==> config.mk <==
export PLATFORM = sky130hd
export DESIGN_NAME = swervolf_axi2sram
export DESIGN_NICKNAME = d
export VERILOG_FILES = /design/src/rtl/swervolf_axi_pkg.sv /design/src/rtl/swervolf_axi2sram_rdbuf.sv /design/src/rtl/swervolf_axi2sram.sv
export SDC_FILE = /design/constraint.sdc
export NUM_CORES = 1
export LEC_CHECK = 0
export BUFFER_PORTS_ARGS = -buffer_cell sky130_fd_sc_hd__buf_4
export CAP_MARGIN = 20
export CORE_AREA = 2 2 162 164
export DETAILED_ROUTE_END_ITERATION = 8
export DIE_AREA = 0 0 164 166
export PLACE_DENSITY = 0.71
export SETUP_SLACK_MARGIN = 0.15
export SYNTH_ARGS = -nofsm -noshare
export SYNTH_HDL_FRONTEND = slang
export SYNTH_SLANG_ARGS = --single-unit
==> constraint.sdc <==
create_clock -name clk -period 4.1 [get_ports clk]
set_input_delay 0.205 -clock clk [delete_from_list [all_inputs] [get_ports clk]]
set_output_delay 0.205 -clock clk [all_outputs]
set_load 0.05 [all_outputs]
==> src/rtl/swervolf_axi_pkg.sv <==
// Shared encodings for the SweRVolf AXI-to-SRAM bridge: burst types,
// response codes and the bridge FSM state enum.
package swervolf_axi_pkg;

    localparam logic [1:0] BURST_FIXED = 2'd0;
    localparam logic [1:0] BURST_INCR  = 2'd1;
    localparam logic [1:0] BURST_WRAP  = 2'd2;

    localparam logic [1:0] RESP_OKAY   = 2'd0;

    typedef enum logic [1:0] {
        ST_IDLE  = 2'd0,
        ST_WR    = 2'd1,
        ST_WRESP = 2'd2,
        ST_RD    = 2'd3
    } axi2sram_state_e;

endpackage

==> src/rtl/swervolf_axi2sram_rdbuf.sv <==
// Two-entry read-data FIFO of {data, last}; the occupancy count feeds the
// read-issue credit so the R channel can stall without losing SRAM data.
module swervolf_axi2sram_rdbuf (
    input  logic        clk,
    input  logic        rst_n,
    input  logic        push_i,
    input  logic [63:0] data_i,
    input  logic        last_i,
    input  logic        pop_i,
    output logic [63:0] data_o,
    output logic        last_o,
    output logic [1:0]  count_o
);

    logic [63:0] data_q [2];
    logic [1:0]  last_q;
    logic        wptr_q;
    logic        rptr_q;
    logic [1:0]  count_q;

    // FIFO storage, pointers and occupancy
    always_ff @(posedge clk or negedge rst_n) begin
        if (!rst_n) begin
            data_q[0] <= 64'd0;
            data_q[1] <= 64'd0;
            last_q    <= 2'b00;
            wptr_q    <= 1'b0;
            rptr_q    <= 1'b0;
            count_q   <= 2'd0;
        end else begin
            if (push_i) begin
                data_q[wptr_q] <= data_i;
                last_q[wptr_q] <= last_i;
                wptr_q         <= ~wptr_q;
            end
            if (pop_i) begin
                rptr_q <= ~rptr_q;
            end
            case ({push_i, pop_i})
                2'b10:   count_q <= count_q + 2'd1;
                2'b01:   count_q <= count_q - 2'd1;
                default: count_q <= count_q;
            endcase
        end
    end

    assign data_o  = data_q[rptr_q];
    assign last_o  = last_q[rptr_q];
    assign count_o = count_q;

endmodule

==> src/rtl/swervolf_axi2sram.sv <==
// AXI4 slave to single-port synchronous SRAM bridge: one transaction at a
// time, round-robin between AW and AR, one SRAM access per beat.
module swervolf_axi2sram
    import swervolf_axi_pkg::*;
#(
    parameter int  ID_WIDTH = 6,
    parameter int  MEM_SIZE = 32'h10000,
    localparam int AW       = $clog2(MEM_SIZE) - 3
) (
    input  logic                clk,
    input  logic                rst_n,
    input  logic [ID_WIDTH-1:0] i_awid,
    input  logic [31:0]         i_awaddr,
    input  logic [7:0]          i_awlen,
    input  logic [2:0]          i_awsize,
    input  logic [1:0]          i_awburst,
    input  logic                i_awvalid,
    output logic                o_awready,
    input  logic [63:0]         i_wdata,
    input  logic [7:0]          i_wstrb,
    input  logic                i_wlast,
    input  logic                i_wvalid,
    output logic                o_wready,
    output logic [ID_WIDTH-1:0] o_bid,
    output logic [1:0]          o_bresp,
    output logic                o_bvalid,
    input  logic                i_bready,
    input  logic [ID_WIDTH-1:0] i_arid,
    input  logic [31:0]         i_araddr,
    input  logic [7:0]          i_arlen,
    input  logic [2:0]          i_arsize,
    input  logic [1:0]          i_arburst,
    input  logic                i_arvalid,
    output logic                o_arready,
    output logic [ID_WIDTH-1:0] o_rid,
    output logic [63:0]         o_rdata,
    output logic [1:0]          o_rresp,
    output logic                o_rlast,
    output logic                o_rvalid,
    input  logic                i_rready,
    output logic                o_sram_en,
    output logic                o_sram_we,
    output logic [AW-1:0]       o_sram_addr,
    output logic [7:0]          o_sram_be,
    output logic [63:0]         o_sram_wdata,
    input  logic [63:0]         i_sram_rdata
);

    localparam int LAW = AW + 3;

    axi2sram_state_e     state_q, state_d;
    logic                prio_q, prio_d;
    logic [ID_WIDTH-1:0] id_q, id_d;
    logic [LAW-1:0]      addr_q, addr_d;
    logic [7:0]          len_q, len_d;
    logic [7:0]          cnt_q, cnt_d;
    logic [2:0]          size_q, size_d;
    logic [1:0]          burst_q, burst_d;
    logic                rd_done_q, rd_done_d;
    logic                infl_q, infl_d;
    logic                infl_last_q, infl_last_d;

    logic [LAW-1:0]      step_s;
    logic [1:0]          buf_count_s;
    logic [63:0]         buf_data_s;
    logic                buf_last_s;
    logic                buf_valid_s;
    logic                pop_s;
    logic [2:0]          occ_s;
    logic                unused_s;

    swervolf_axi2sram_rdbuf u_rdbuf (
        .clk     (clk),
        .rst_n   (rst_n),
        .push_i  (infl_q),
        .data_i  (i_sram_rdata),
        .last_i  (infl_last_q),
        .pop_i   (pop_s),
        .data_o  (buf_data_s),
        .last_o  (buf_last_s),
        .count_o (buf_count_s)
    );

    assign step_s      = (burst_q == BURST_FIXED) ? {LAW{1'b0}} : (LAW'(1'b1) << size_q);
    assign buf_valid_s = (buf_count_s != 2'd0);
    assign pop_s       = buf_valid_s && i_rready;
    // Occupancy after this cycle's pop, so a streaming read keeps one issue per cycle.
    assign occ_s       = {1'b0, buf_count_s} + {2'b00, infl_q} - {2'b00, pop_s};

    assign o_sram_addr = addr_q[LAW-1:3];
    assign o_bid       = id_q;
    assign o_bresp     = RESP_OKAY;
    assign o_rid       = id_q;
    assign o_rresp     = RESP_OKAY;
    assign o_rdata     = buf_data_s;
    assign o_rvalid    = buf_valid_s;
    assign o_rlast     = buf_last_s && buf_valid_s;
    assign unused_s    = ^{i_awaddr[31:LAW], i_araddr[31:LAW], i_wlast};

    // State and transaction registers
    always_ff @(posedge clk or negedge rst_n) begin
        if (!rst_n) begin
            state_q     <= ST_IDLE;
            prio_q      <= 1'b0;
            id_q        <= '0;
            addr_q      <= '0;
            len_q       <= 8'd0;
            cnt_q       <= 8'd0;
            size_q      <= 3'd0;
            burst_q     <= 2'd0;
            rd_done_q   <= 1'b0;
            infl_q      <= 1'b0;
            infl_last_q <= 1'b0;
        end else begin
            state_q     <= state_d;
            prio_q      <= prio_d;
            id_q        <= id_d;
            addr_q      <= addr_d;
            len_q       <= len_d;
            cnt_q       <= cnt_d;
            size_q      <= size_d;
            burst_q     <= burst_d;
            rd_done_q   <= rd_done_d;
            infl_q      <= infl_d;
            infl_last_q <= infl_last_d;
        end
    end

    // Next-state, handshakes and SRAM access generation
    always_comb begin
        state_d      = state_q;
        prio_d       = prio_q;
        id_d         = id_q;
        addr_d       = addr_q;
        len_d        = len_q;
        cnt_d        = cnt_q;
        size_d       = size_q;
        burst_d      = burst_q;
        rd_done_d    = rd_done_q;
        infl_d       = 1'b0;
        infl_last_d  = 1'b0;
        o_awready    = 1'b0;
        o_arready    = 1'b0;
        o_wready     = 1'b0;
        o_bvalid     = 1'b0;
        o_sram_en    = 1'b0;
        o_sram_we    = 1'b0;
        o_sram_be    = 8'h00;
        o_sram_wdata = 64'd0;
        case (state_q)
            ST_IDLE: begin
                // Readies are combinational here, so hold them low while in reset.
                if (rst_n && i_awvalid && (!i_arvalid || !prio_q)) begin
                    o_awready = 1'b1;
                    id_d      = i_awid;
                    addr_d    = i_awaddr[LAW-1:0];
                    len_d     = i_awlen;
                    size_d    = i_awsize;
                    burst_d   = i_awburst;
                    cnt_d     = 8'd0;
                    state_d   = ST_WR;
                end else if (rst_n && i_arvalid) begin
                    o_arready = 1'b1;
                    id_d      = i_arid;
                    addr_d    = i_araddr[LAW-1:0];
                    len_d     = i_arlen;
                    size_d    = i_arsize;
                    burst_d   = i_arburst;
                    cnt_d     = 8'd0;
                    rd_done_d = 1'b0;
                    state_d   = ST_RD;
                end else begin
                    state_d   = ST_IDLE;
                end
                if (i_awvalid && i_arvalid) begin
                    prio_d = ~prio_q;
                end else begin
                    prio_d = prio_q;
                end
            end
            ST_WR: begin
                o_wready = 1'b1;
                if (i_wvalid) begin
                    o_sram_en    = 1'b1;
                    o_sram_we    = 1'b1;
                    o_sram_be    = i_wstrb;
                    o_sram_wdata = i_wdata;
                    addr_d       = addr_q + step_s;
                    if (cnt_q == len_q) begin
                        state_d = ST_WRESP;
                    end else begin
                        cnt_d = cnt_q + 8'd1;
                    end
                end else begin
                    state_d = ST_WR;
                end
            end
            ST_WRESP: begin
                o_bvalid = 1'b1;
                if (i_bready) begin
                    state_d = ST_IDLE;
                end else begin
                    state_d = ST_WRESP;
                end
            end
            ST_RD: begin
                if (!rd_done_q && (occ_s < 3'd2)) begin
                    o_sram_en   = 1'b1;
                    o_sram_be   = 8'hFF;
                    infl_d      = 1'b1;
                    infl_last_d = (cnt_q == len_q);
                    addr_d      = addr_q + step_s;
                    if (cnt_q == len_q) begin
                        rd_done_d = 1'b1;
                    end else begin
                        cnt_d = cnt_q + 8'd1;
                    end
                end else begin
                    infl_d = 1'b0;
                end
                if (pop_s && buf_last_s) begin
                    state_d = ST_IDLE;
                end else begin
                    state_d = ST_RD;
                end
            end
            default: begin
                state_d = ST_IDLE;
            end
        endcase
    end

endmodule
==> flow_summary_export.csv, run 1 <==
group,metric,value,unit
outcome,status,"finished, final reports clean",
timing,final_min_period_over_clock_period,84.5,%
logic_synthesis,synthXorXnorAreaFrac,1.17,%
route,routed_wire_length_per_instance,17.7,um
clock_network,cts.sinks,183,
pwr,p_leak,0.00646,uW
logic_synthesis,count_of_state_elements_after_synthesis,183,
logic_synthesis,dominantRegCellSynth,"sky130_fd_sc_hd__dfrtp_1",
pwr,power.internal,6390,uW
floorplan,io_pins,419,
worst_setup_path,startpoint_type,"input pin",
grt,groute.layer.met1.usage,27.4,%
finish,antenna_cells_inserted,0,
route,detail-route-antenna-nets,0,
route,drc,0,
worst_setup_path,cp_data_required_time,3.89,ns
clock_network,cts_root_buffer,"sky130_fd_sc_hd__clkbuf_16",
clock_network,clock_insertion_delay_worst_skew,0.43,ns
grt,grt_max_degree,79,
min_path,hold_depth,2,
timing,hold_violations,0,
logic_synthesis,synthesis.yosys.warnings,0,
worst_setup_path,timing.critical_path.arrival,3.26,ns
logic_synthesis,syn_inst,865,
finish,layout-drive-gt1-share,51.3,%
finish,layout_common_cells,"sky130_fd_sc_hd__buf_4, sky130_fd_sc_hd__mux2_2, sky130_fd_sc_hd__dfrtp_1, sky130_fd_sc_hd__and2_1, sky130_fd_sc_hd__nand2_1",
finish,area_growth_synth_to_finish,42.0,%
route,detail_route.vias_per_cell,5.02,
logic_synthesis,synth_top_family_by_area,"multiplexers",
floorplan,starting_density_of_the_core,38.1,%
timing,rsz0062_at_grt,"no",
pwr,comb_power_share,60.5,%
place,placement.io_buffers,381,
pwr,switching_part_of_the_total,49.0,%
logic_synthesis,synthAdderAreaFrac,1.56,%
grt,grt_first_pass_wirelength,43500,um
timing,slew_violations,0,
timing,timing.final.crit_period,3.46,ns
worst_setup_path,worst-r2r-cell-count,11,
run,cap_violations,0,
clock_network,tritoncts,"yes",
route,dr_total_vias,8031,
pwr,p_seq_share,26.3,%
finish,layout.cells.most_common,"sky130_fd_sc_hd__buf_4",
logic_synthesis,synthMuxAreaShare,24.2,%
clock_network,maximum_number_of_buffers_from_clock_root_to_sink,2,
logic_synthesis,yosys-top-cells-area,"sky130_fd_sc_hd__dfrtp_1, sky130_fd_sc_hd__mux2_2, sky130_fd_sc_hd__and2_1",
logic_synthesis,asyncSetResetFlopFracSynth,100,%
grt,congestion_overflow_gr,0,
min_path,worst_hold_path.endpoint,"u_rdbuf.data_q[90]",
worst_setup_path,critical_path.reg2reg.endpoint,"addr_q[10]",
grt,grt.met3_usage,6.74,%
logic_synthesis,synth_edf_count,0,
logic_synthesis,yosysSeqAreaShare,46.9,%
logic_synthesis,synth_top_cell_by_area,"sky130_fd_sc_hd__dfrtp_1",
logic_synthesis,synth_cell_type_count,64,
logic_synthesis,synth_compound_area_share,8.49,%
clock_network,h-tree-depth,4,
logic_synthesis,synthesis.area,0.00976,sq mm
pwr,share_clk_of_total_power,13.1,%
floorplan,die_w,164,um
grt,grt_use_met2,31.5,%
pwr,finalPower,12500,uW
place,post-dp-hpwl,20400,um
route,wl,28300,um
floorplan,fp.dieH,166,um
worst_setup_path,rrSetupSlack,0.97,ns
logic_synthesis,synthDominantCellAreaShare,46.9,%
timing,setup_tns,0,ns
timing,clock-skew-final,0.0124,ns
timing,maxClockFrequency,0.289,GHz
grt,grt_pass1_vias,8023,
worst_setup_path,setup.worst_path.class,"in -> out",
floorplan,design.die.area,0.0272,sq mm
route,first_iter_violations,358,
worst_setup_path,worst_setup_path_end_kind,"output port",
clock_network,numCtsBuffers,17,
clock_network,post_cts_buffers,0,
finish,multiInputGateArea,0.00478,sq mm
pwr,power.density,904,mW/mm^2
worst_setup_path,rr_startpoint,"u_rdbuf.count_o[1]",
grt,busiest_layer,"met2",
floorplan,core-area,0.0256,sq mm
logic_synthesis,synth-simple-area-share,13.2,%
route,drt_pre_antenna_iters,5,
finish,final-seq-area,0.00458,sq mm
timing,worst_margin_slew,0.973,ns
timing,max_slew_margin,35.1,%
place,gp_routability_congestion,0.863,
min_path,worst_hold_startpoint,"i_sram_rdata[26]",
timing,whs,0.0234,ns
timing,final_number_of_setup_violating_endpoints,0,
clock_network,clock_transition_at_the_registers_of_the_reported_paths,0.08,ns
grt,antenna_violations_before_repair,0,
floorplan,placementRows,59,
grt,gr-usage-all-layers,20.3,%
min_path,hold_path_class,"in -> reg",
worst_setup_path,timing.critical_path.fanout_max,11,
finish,nNetsFinal,1509,
logic_synthesis,synthesis.area_per_instance,11.3,sq um
finish,number_of_filler_instances_in_the_final_layout,2256,
pwr,netSwitchingPower,6130,uW
pwr,ir_drop,0.613,mV
-- worst max-delay path: stages --
cell and delay, ns:
sky130_fd_sc_hd__dlygate4sd3_1 0.56, sky130_fd_sc_hd__buf_4 0.15, sky130_fd_sc_hd__nand2_1 0.05, sky130_fd_sc_hd__nor2_1 0.17
sky130_fd_sc_hd__a21oi_1 0.09, sky130_fd_sc_hd__nand2b_1 0.16, sky130_fd_sc_hd__fa_1 0.50, sky130_fd_sc_hd__nand4b_2 0.17
sky130_fd_sc_hd__nor2_1 0.75, sky130_fd_sc_hd__or2_2 0.24, sky130_fd_sc_hd__buf_4 0.19
-- synthesized netlist by cell type (8+ instances only) --
cell type and instances:
sky130_fd_sc_hd__a21oi_1 18, sky130_fd_sc_hd__nor2_1 29, sky130_fd_sc_hd__nor3_1 18, sky130_fd_sc_hd__a21o_1 12, sky130_fd_sc_hd__nand2_1 61, sky130_fd_sc_hd__a31oi_1 22, sky130_fd_sc_hd__and2_1 69, sky130_fd_sc_hd__clkbuf_1 40
sky130_fd_sc_hd__xnor2_1 10, sky130_fd_sc_hd__inv_1 14, sky130_fd_sc_hd__or3_1 8, sky130_fd_sc_hd__ha_1 9, sky130_fd_sc_hd__o21ai_0 18, sky130_fd_sc_hd__dfrtp_1 183, sky130_fd_sc_hd__buf_4 23, sky130_fd_sc_hd__buf_2 10
sky130_fd_sc_hd__nand3_1 13, sky130_fd_sc_hd__mux2_2 206
-- final cells by class --
cell class / count / share of cell area, %
Tap cell: 335 / 3.03
Sequential cell: 183 / 33.1
Multi-Input combinational cell: 597 / 34.5
Timing Repair Buffer: 439 / 24.9
Clock buffer: 17 / 3.07
Inverter: 14 / 0.379
Clock inverter: 14 / 1.09
-- power by group through the flow --
| stage | sequential (uW) | clock (uW) | combinational [uW] |
|---|---|---|---|
| global route | 3420 | 1770 | 8000 |
| CTS | 3290 | 1690 | 7580 |
| global placement | 3270 | 0 | 7450 |
| finish | 3290 | 1650 | 7580 |
| floorplan | 3150 | 0 | 5680 |
| detailed placement | 3320 | 0 | 7530 |
-- sequential cells by signal (all words and copies together) (netlist names) --
name / cells
u_rdbuf.data_q: 128
addr_q: 16
cnt_q: 8
len_q: 8
o_bid: 6
size_q: 3
burst_q: 2
state_q: 2
u_rdbuf.count_o: 2
u_rdbuf.last_q: 2
infl_last_q: 1
infl_q: 1
prio_q: 1
rd_done_q: 1
u_rdbuf.rptr_q: 1
u_rdbuf.wptr_q: 1
-- worst max-delay path by stage --
stage	from	to	slack, ns	cells after the start
floorplan	u_rdbuf.count_o[1]	cnt_q[4]	1.39	11
global placement	u_rdbuf.count_o[1]	addr_q[10]	0.98	11
detailed placement	u_rdbuf.count_o[1]	addr_q[14]	0.96	11
CTS	u_rdbuf.count_o[1]	o_sram_en	0.58	9
global route	u_rdbuf.count_o[1]	o_sram_en	0.36	9
finish	i_rready	o_sram_en	0.64	11
-- kinds of logic (layout without fill, tap and decap cells) --
family,after synthesis,in the layout
flops,183,183
compound gates,117,117
fa+ha+maj,11,11
buf+inv,88,484
mux,210,210
other cells,1,4
xor+xnor,13,13
simple gates,242,242
-- stage by stage --
stage               area [sq um]  utilization (%)  worst slack, ns  cells
detailed placement         12800             49.9            0.957   1521
global route               13900             54.1            0.359   1599
floorplan                   9770                -             1.39    868
finish                     13900             54.1            0.636   1599
global placement           12800             49.9            0.983   1521
CTS                        13700             53.6            0.577   1590
-- metal layers --
layer  part of all wire [%]  up-vias  wire length, um
met5                      0        -                0
met4                    1.0        0              296
met3                    8.7       21             2470
met2                     46      300            13000
met1                     44     3876            12600
li1                       -     3834                -
-- what timing repair did --
item / in CTS / in global routing
hold endpoints to repair: 119 / 8
setup endpoints to repair: 0 / 0
hold buffers: 38 / 7
resized for setup: 0 / 0
No activity file was read; power rests on OpenSTA's default activity.
==> run 2: changes to the inputs <==
--- a/config.mk
+++ b/config.mk
@@ -7,10 +7,10 @@
 export LEC_CHECK = 0
 export BUFFER_PORTS_ARGS = -buffer_cell sky130_fd_sc_hd__buf_4
 export CAP_MARGIN = 20
-export CORE_AREA = 2 2 162 164
+export CORE_ASPECT_RATIO = 0.5
+export CORE_UTILIZATION = 44
 export DETAILED_ROUTE_END_ITERATION = 8
-export DIE_AREA = 0 0 164 166
-export PLACE_DENSITY = 0.71
+export PLACE_DENSITY = 0.82
 export SETUP_SLACK_MARGIN = 0.15
 export SYNTH_ARGS = -nofsm -noshare
 export SYNTH_HDL_FRONTEND = slang
==> constraint.sdc (replaced) <==
create_clock -name clk -period 3.1 [get_ports clk]
set_input_delay 0.155 -clock clk [delete_from_list [all_inputs] [get_ports clk]]
set_output_delay 0.155 -clock clk [all_outputs]
set_load 0.05 [all_outputs]
==> flow_summary_export.csv, run 2 (synthesized netlist as in run 1, its figures left out) <==
group,metric,value,unit
place,gp_routability_congestion,0.927,
worst_setup_path,cp_data_required_time,3.46,ns
grt,congestion_overflow_gr,0,
floorplan,placementRows,38,
worst_setup_path,cp-startpoint,"u_rdbuf.count_o[1]",
pwr,power.density,1190,mW/mm^2
finish,nNetsFinal,1575,
timing,max_slew_margin,54.8,%
timing,rsz0062_at_grt,"yes",
clock_network,h-tree-depth,4,
route,routed_wire_length_per_instance,19.6,um
timing,slew_violations,0,
place,placed_area,0.0128,sq mm
finish,number_of_filler_instances_in_the_final_layout,1573,
finish,layout-drive-gt1-share,49.7,%
worst_setup_path,worst_setup_path_end_kind,"flip-flop",
pwr,p_leak,0.00676,uW
floorplan,starting_density_of_the_core,45.0,%
clock_network,numCtsBuffers,17,
route,detail_route.vias_per_cell,5.34,
timing,clock-skew-final,0.00970,ns
worst_setup_path,rr_startpoint,"u_rdbuf.count_o[1]",
floorplan,core-area,0.0217,sq mm
timing,hold_violations,0,
floorplan,io_pins,419,
finish,reg.largest.list,"u_rdbuf.data_q: 128 flops, addr_q: 16 flops",
timing,worst_margin_slew,0.679,ns
timing,maxClockFrequency,0.354,GHz
clock_network,cts.sinks,183,
min_path,hold_path_class,"in -> reg",
route,drt_pre_antenna_iters,5,
route,drc,0,
run,cap_violations,0,
place,placement.io_buffers,381,
worst_setup_path,path_cells,"nand2_1 -> nor2_2 -> a21oi_1 -> nand2b_1 -> fa_2 -> nand4b_4 -> o22ai_4 -> o311ai_4 -> or4_1 -> a21oi_1",
timing,final_min_period_over_clock_period,91.1,%
clock_network,maximum_number_of_buffers_from_clock_root_to_sink,2,
place,post-dp-hpwl,21200,um
timing,setup_tns,0,ns
timing,timing.final.crit_period,2.82,ns
pwr,ir_drop,0.677,mV
worst_setup_path,timing.critical_path.fanout_max,7,
worst_setup_path,path_common_cell,"sky130_fd_sc_hd__a21oi_1",
grt,grt_max_degree,86,
route,dr_total_vias,8717,
finish,layout_common_cells,"sky130_fd_sc_hd__buf_4, sky130_fd_sc_hd__mux2_2, sky130_fd_sc_hd__dfrtp_1, sky130_fd_sc_hd__dlygate4sd3_1, sky130_fd_sc_hd__and2_1",
worst_setup_path,timing.critical_path.slowest_cell_delay,0.58,ns
grt,grt_pass1_vias,8976,
outcome,status,"finished, final reports clean",
worst_setup_path,setup.worst_path.class,"reg -> reg",
clock_network,clock_transition_at_the_registers_of_the_reported_paths,0.07,ns
worst_setup_path,timing.critical_path.arrival,3.18,ns
grt,gr-usage-all-layers,27.3,%
clock_network,cts_root_buffer,"sky130_fd_sc_hd__clkbuf_16",
finish,top_register,"u_rdbuf.data_q",
clock_network,clock_insertion_delay_worst_skew,0.44,ns
finish,antenna_cells_inserted,0,
floorplan,die_w,213,um
clock_network,tritoncts,"yes",
finish,max_reg_flops,128,
grt,antenna_violations_before_repair,0,
finish,final_design_area_excluding_fillers,0.0145,sq mm
grt,grt_first_pass_wirelength,47900,um
floorplan,fp.dieH,107,um
route,wl,31900,um
route,detail-route-antenna-nets,0,
route,first_iter_violations,619,
timing,final_number_of_setup_violating_endpoints,0,
floorplan,design.die.area,0.0228,sq mm
min_path,worst_hold_startpoint,"i_arlen[6]",
worst_setup_path,critical-path-slowest-cell,"sky130_fd_sc_hd__fa_2",
finish,area_growth_synth_to_finish,49.0,%
worst_setup_path,startpoint_type,"flip-flop",
finish,layout.cells.most_common,"sky130_fd_sc_hd__buf_4",
run 2: timing repair:
| action | in CTS | in global routing |
|---|---|---|
| hold endpoints to repair | 194 | 0 |
| resized for setup | 1 | 12 |
| setup endpoints to repair | 1 | 58 |
| pin swaps | 0 | 3 |
| setup buffers | 0 | 3 |
| cloned | 0 | 1 |
| hold buffers | 101 | 0 |
run 2: metal layers:
metal	up-vias	wire length [um]	global-route usage, %
met2	286	16600	47.7
met5	-	0	0
met1	4388	12900	33.3
met4	0	1070	11.6
met3	73	1370	5.08
li1	3970	-	-
run 2: final cells by class:
type | instances | area (sq um) | area share [%]
clock inverter | 11 | 146 | 1.01
sequential | 183 | 4580 | 31.5
multi-input combinational | 598 | 4830 | 33.2
tap | 300 | 375 | 2.58
clock buffer | 21 | 460 | 3.17
timing repair buffer | 504 | 4090 | 28.2
inverter | 14 | 52.6 | 0.362
run 2: per-stage QoR:
stage | hold WS (ns) | setup slack, ns | std cells | util [%] | total power [uW]
after floorplan | -0.141 | 0.395 | 868 | - | 11700
after global placement | 0.136 | 0.297 | 1493 | 59.1 | 14100
after detailed placement | 0.144 | 0.225 | 1493 | 59.1 | 14500
after CTS | 0.00400 | 0.161 | 1626 | 66.6 | 17100
after global routing | 0.00493 | 0.113 | 1631 | 67.0 | 18100
final | 0.0234 | 0.276 | 1631 | 67.0 | 17300
run 2: worst paths after layout:
path                            depth (start not counted)  slack, ns                  end
worst max-delay path                                   10       0.28             cnt_q[7]
worst min register to register                          1       0.50  u_rdbuf.data_q[111]
max in group asynchronous                               3       1.76       u_rdbuf.rptr_q
min in group asynchronous                               2       0.31             cnt_q[5]
worst min-delay path                                    3       0.02             len_q[6]
worst max register to register                         10       0.28             cnt_q[7]
run 2: worst max-delay path: cells and delay by family (launching register included):
kind | cells | cell delay, ns
AOI/OAI and AO/OA | 4 | 0.74
adders and majority gates | 1 | 0.58
DFF | 1 | 0.35
and+or+nand+nor | 5 | 1.08
run 2: power breakdown:
group / total, uW / switching, uW / internal, uW
Clock: 2270 / 959 / 1310
Combinational: 10700 / 6570 / 4120
Sequential: 4350 / 812 / 3540
==> run 3: changes to the inputs <==
--- a/config.mk
+++ b/config.mk
@@ -10,8 +10,9 @@
 export CORE_ASPECT_RATIO = 0.5
 export CORE_UTILIZATION = 44
 export DETAILED_ROUTE_END_ITERATION = 8
-export PLACE_DENSITY = 0.82
+export PLACE_DENSITY = 0.81
 export SETUP_SLACK_MARGIN = 0.15
 export SYNTH_ARGS = -nofsm -noshare
 export SYNTH_HDL_FRONTEND = slang
+export SYNTH_HIERARCHICAL = 1
 export SYNTH_SLANG_ARGS = --single-unit
==> flow_summary_export.csv, run 3 <==
group,metric,value,unit
worst_setup_path,worst_setup_path_end_kind,"output port",
floorplan,core-area,0.0220,sq mm
logic_synthesis,count_of_state_elements_after_synthesis,183,
logic_synthesis,asyncSetResetFlopFracSynth,100,%
clock_network,cts.sinks,183,
finish,max_reg_flops,128,
grt,gr-usage-all-layers,24.3,%
worst_setup_path,startpoint_type,"flip-flop",
logic_synthesis,synthTopCellsByCount,"sky130_fd_sc_hd__dfrtp_1, sky130_fd_sc_hd__mux2_2, sky130_fd_sc_hd__and2_1, sky130_fd_sc_hd__mux2_1, sky130_fd_sc_hd__mux2_4",
timing,whs,0.0162,ns
route,drc,0,
worst_setup_path,cp_data_required_time,2.94,ns
timing,rsz0062_at_grt,"yes",
logic_synthesis,yosysSeqAreaShare,45.9,%
clock_network,clock_insertion_delay_worst_skew,0.44,ns
route,detail_route.vias_per_cell,5.13,
timing,max_slew_margin,36.4,%
min_path,hold_depth,3,
timing,timing.final.crit_period,2.82,ns
logic_synthesis,most_common_cell_in_the_netlist,"sky130_fd_sc_hd__dfrtp_1",
grt,congestion_overflow_gr,0,
timing,slew_violations,0,
worst_setup_path,rrSetupSlack,0.28,ns
pwr,finalPower,16600,uW
grt,antenna_violations_before_repair,1,
finish,area_growth_synth_to_finish,43.4,%
finish,layout_common_cells,"sky130_fd_sc_hd__buf_4, sky130_fd_sc_hd__dfrtp_1, sky130_fd_sc_hd__mux2_2, sky130_fd_sc_hd__dlygate4sd3_1, sky130_fd_sc_hd__and2_1",
worst_setup_path,timing.critical_path.arrival,2.67,ns
logic_synthesis,synth_edf_count,0,
clock_network,cts_root_buffer,"sky130_fd_sc_hd__clkbuf_16",
clock_network,maximum_number_of_buffers_from_clock_root_to_sink,2,
finish,nNetsFinal,1503,
timing,final_number_of_setup_violating_endpoints,0,
logic_synthesis,syn_inst,821,
floorplan,placementRows,38,
logic_synthesis,synth_cell_type_count,66,
clock_network,tritoncts,"yes",
timing,maxClockFrequency,0.354,GHz
floorplan,die_w,215,um
logic_synthesis,dominantRegCellSynth,"sky130_fd_sc_hd__dfrtp_1",
timing,worst_margin_slew,0.954,ns
worst_setup_path,rr_startpoint,"u_rdbuf/count_o[0]",
pwr,ir_drop,0.597,mV
min_path,worst_hold_startpoint,"i_awlen[1]",
pwr,power.density,1160,mW/mm^2
grt,grt_pass1_vias,8294,
clock_network,h-tree-depth,4,
route,first_iter_violations,480,
floorplan,design.die.area,0.0233,sq mm
worst_setup_path,crit_buf_inv,2,
worst_setup_path,path_cells,"and3b_2 -> o21ai_1 -> fa_1 -> xor2_2 -> nor2_1 -> buf_4 -> or2_2 -> buf_4",
run,cap_violations,0,
floorplan,starting_density_of_the_core,45.4,%
place,place_inst,1453,
logic_synthesis,synthDominantCellAreaShare,45.9,%
finish,finalCoreUtilization,65.2,%
clock_network,clock_transition_at_the_registers_of_the_reported_paths,0.07,ns
pwr,p_leak,0.00691,uW
worst_setup_path,critical-path-slowest-cell,"sky130_fd_sc_hd__dfrtp_1",
worst_setup_path,timing.critical_path.fanout_max,10,
route,detail-route-antenna-nets,0,
route,dr_total_vias,7992,
outcome,status,"finished, final reports clean",
floorplan,fp.dieH,108,um
place,gp_routability_congestion,0.832,
timing,hold_violations,0,
place,placement.io_buffers,381,
logic_synthesis,yosys-top-cells-area,"sky130_fd_sc_hd__dfrtp_1, sky130_fd_sc_hd__mux2_2, sky130_fd_sc_hd__mux2_4",
worst_setup_path,setup.worst_path.class,"reg -> out",
logic_synthesis,synthesis.area,0.00998,sq mm
min_path,worst_hold_path.endpoint,"len_q[1]",
worst_setup_path,critical_path.reg2reg.endpoint,"addr_q[14]",
timing,clock-skew-final,0.0149,ns
worst_setup_path,path_common_cell,"sky130_fd_sc_hd__buf_4",
worst_setup_path,worst-r2r-cell-count,9,
min_path,hold_path_class,"in -> reg",
clock_network,numCtsBuffers,17,
grt,grt_first_pass_wirelength,44400,um
finish,top_register,"u_rdbuf/data_q",
finish,reg.largest.list,"u_rdbuf/data_q: 128 flops, addr_q: 16 flops",
route,drt_pre_antenna_iters,5,
worst_setup_path,timing.critical_path.slowest_cell_delay,0.43,ns
worst_setup_path,crit_family,"simple AND/OR/NAND/NOR gates",
place,post-dp-hpwl,19900,um
finish,layout.cells.most_common,"sky130_fd_sc_hd__buf_4",
finish,post_layout_nonfiller_instances,1559,
route,routed_wire_length_per_instance,18.5,um
floorplan,io_pins,419,
grt,grt_max_degree,76,
logic_synthesis,synthesis.area_per_instance,12.2,sq um
finish,layout-drive-gt1-share,48.3,%
logic_synthesis,synthesis.yosys.warnings,6,
timing,final_min_period_over_clock_period,91.1,%
timing,setup_tns,0,ns
route,wl,28800,um
logic_synthesis,synth_top_cell_by_area,"sky130_fd_sc_hd__dfrtp_1",
run 3: cell types whose count changed after synthesis, moves of 20 or more:
cell	before	now
sky130_fd_sc_hd__mux2_1	0	50
sky130_fd_sc_hd__nand2_1	61	41
sky130_fd_sc_hd__mux2_4	0	50
sky130_fd_sc_hd__mux2_2	206	107
sky130_fd_sc_hd__clkbuf_1	40	16
sky130_fd_sc_hd__a31oi_1	22	1
sky130_fd_sc_hd__mux2i_1	4	31
run 3: worst max path at each step:
| stage | start | to | slack [ns] | cells after the start |
|---|---|---|---|---|
| 2_1_floorplan | u_rdbuf/count_o[0] | addr_q[14] | 0.48 | 9 |
| 3_3_place_gp | u_rdbuf/count_o[0] | cnt_q[7] | 0.23 | 8 |
| 3_5_place_dp | u_rdbuf/count_o[0] | cnt_q[5] | 0.15 | 8 |
| 4_1_cts | u_rdbuf/count_o[0] | o_sram_en | 0.13 | 8 |
| 5_1_grt | u_rdbuf/count_o[0] | o_sram_en | 0.11 | 8 |
| 6_report | u_rdbuf/count_o[0] | o_sram_en | 0.28 | 8 |
run 3: metrics by stage:
| step | setup slack (ns) | area (sq um) |
|---|---|---|
| 2_1_floorplan | 0.485 | 9990 |
| 3_3_place_gp | 0.225 | 12900 |
| 3_5_place_dp | 0.148 | 12900 |
| 4_1_cts | 0.134 | 14300 |
| 5_1_grt | 0.106 | 14300 |
| 6_report | 0.277 | 14300 |
run 3: worst min-delay path, stage by stage:
cell	delay, ns
sky130_fd_sc_hd__buf_4	0.08
sky130_fd_sc_hd__mux2i_1	0.06
sky130_fd_sc_hd__o21ai_0	0.13
run 3: area by class of cell:
| cell class | count | area [sq um] |
|---|---|---|
| diodes | 1 | 2.50 |
| multi-input cells | 560 | 4940 |
| clock inverters | 14 | 190 |
| repair buffers | 471 | 3740 |
| clock buffers | 18 | 429 |
| flip-flops and latches | 183 | 4580 |
| fillers | 1652 | 7650 |
| inverters | 12 | 45.0 |
| well taps | 300 | 375 |
run 3: routing by layer:
metal	vias to the layer above	share of wire, %	GRT usage [%]
li1	3729	-	-
met1	4021	42	29.7
met3	45	4.0	5.46
met4	0	2.1	8.00
met5	-	0	0
met2	197	52	42.9
run 3: cells by family after synthesis:
family	Yosys count	share of synthesized area [%]
AO/OA/AOI/OAI	105	7.00
XOR/XNOR	17	1.49
adder cells (fa/ha/maj)	12	1.66
buffers and inverters	81	5.23
flip-flops	183	45.9
multiplexers	238	28.4
other	1	0.0376
AND/OR/NAND/NOR	184	10.3
run 3: report_power, final:
group | switching (uW) | internal, uW | leakage, uW
logic | 6070 | 3810 | 0.00443
clock network | 1020 | 1300 | 0.000302
registers | 892 | 3550 | 0.00218
total | 7980 | 8660 | 0.00691
run 3: repair_timing:
item | in CTS | in global routing
gates resized for setup | 1 | 7
endpoints found under the hold margin | 172 | 0
endpoints found under the setup margin | 2 | 15
pin swaps | 0 | 1
hold buffers | 72 | 0
buffers inserted | 0 | 1
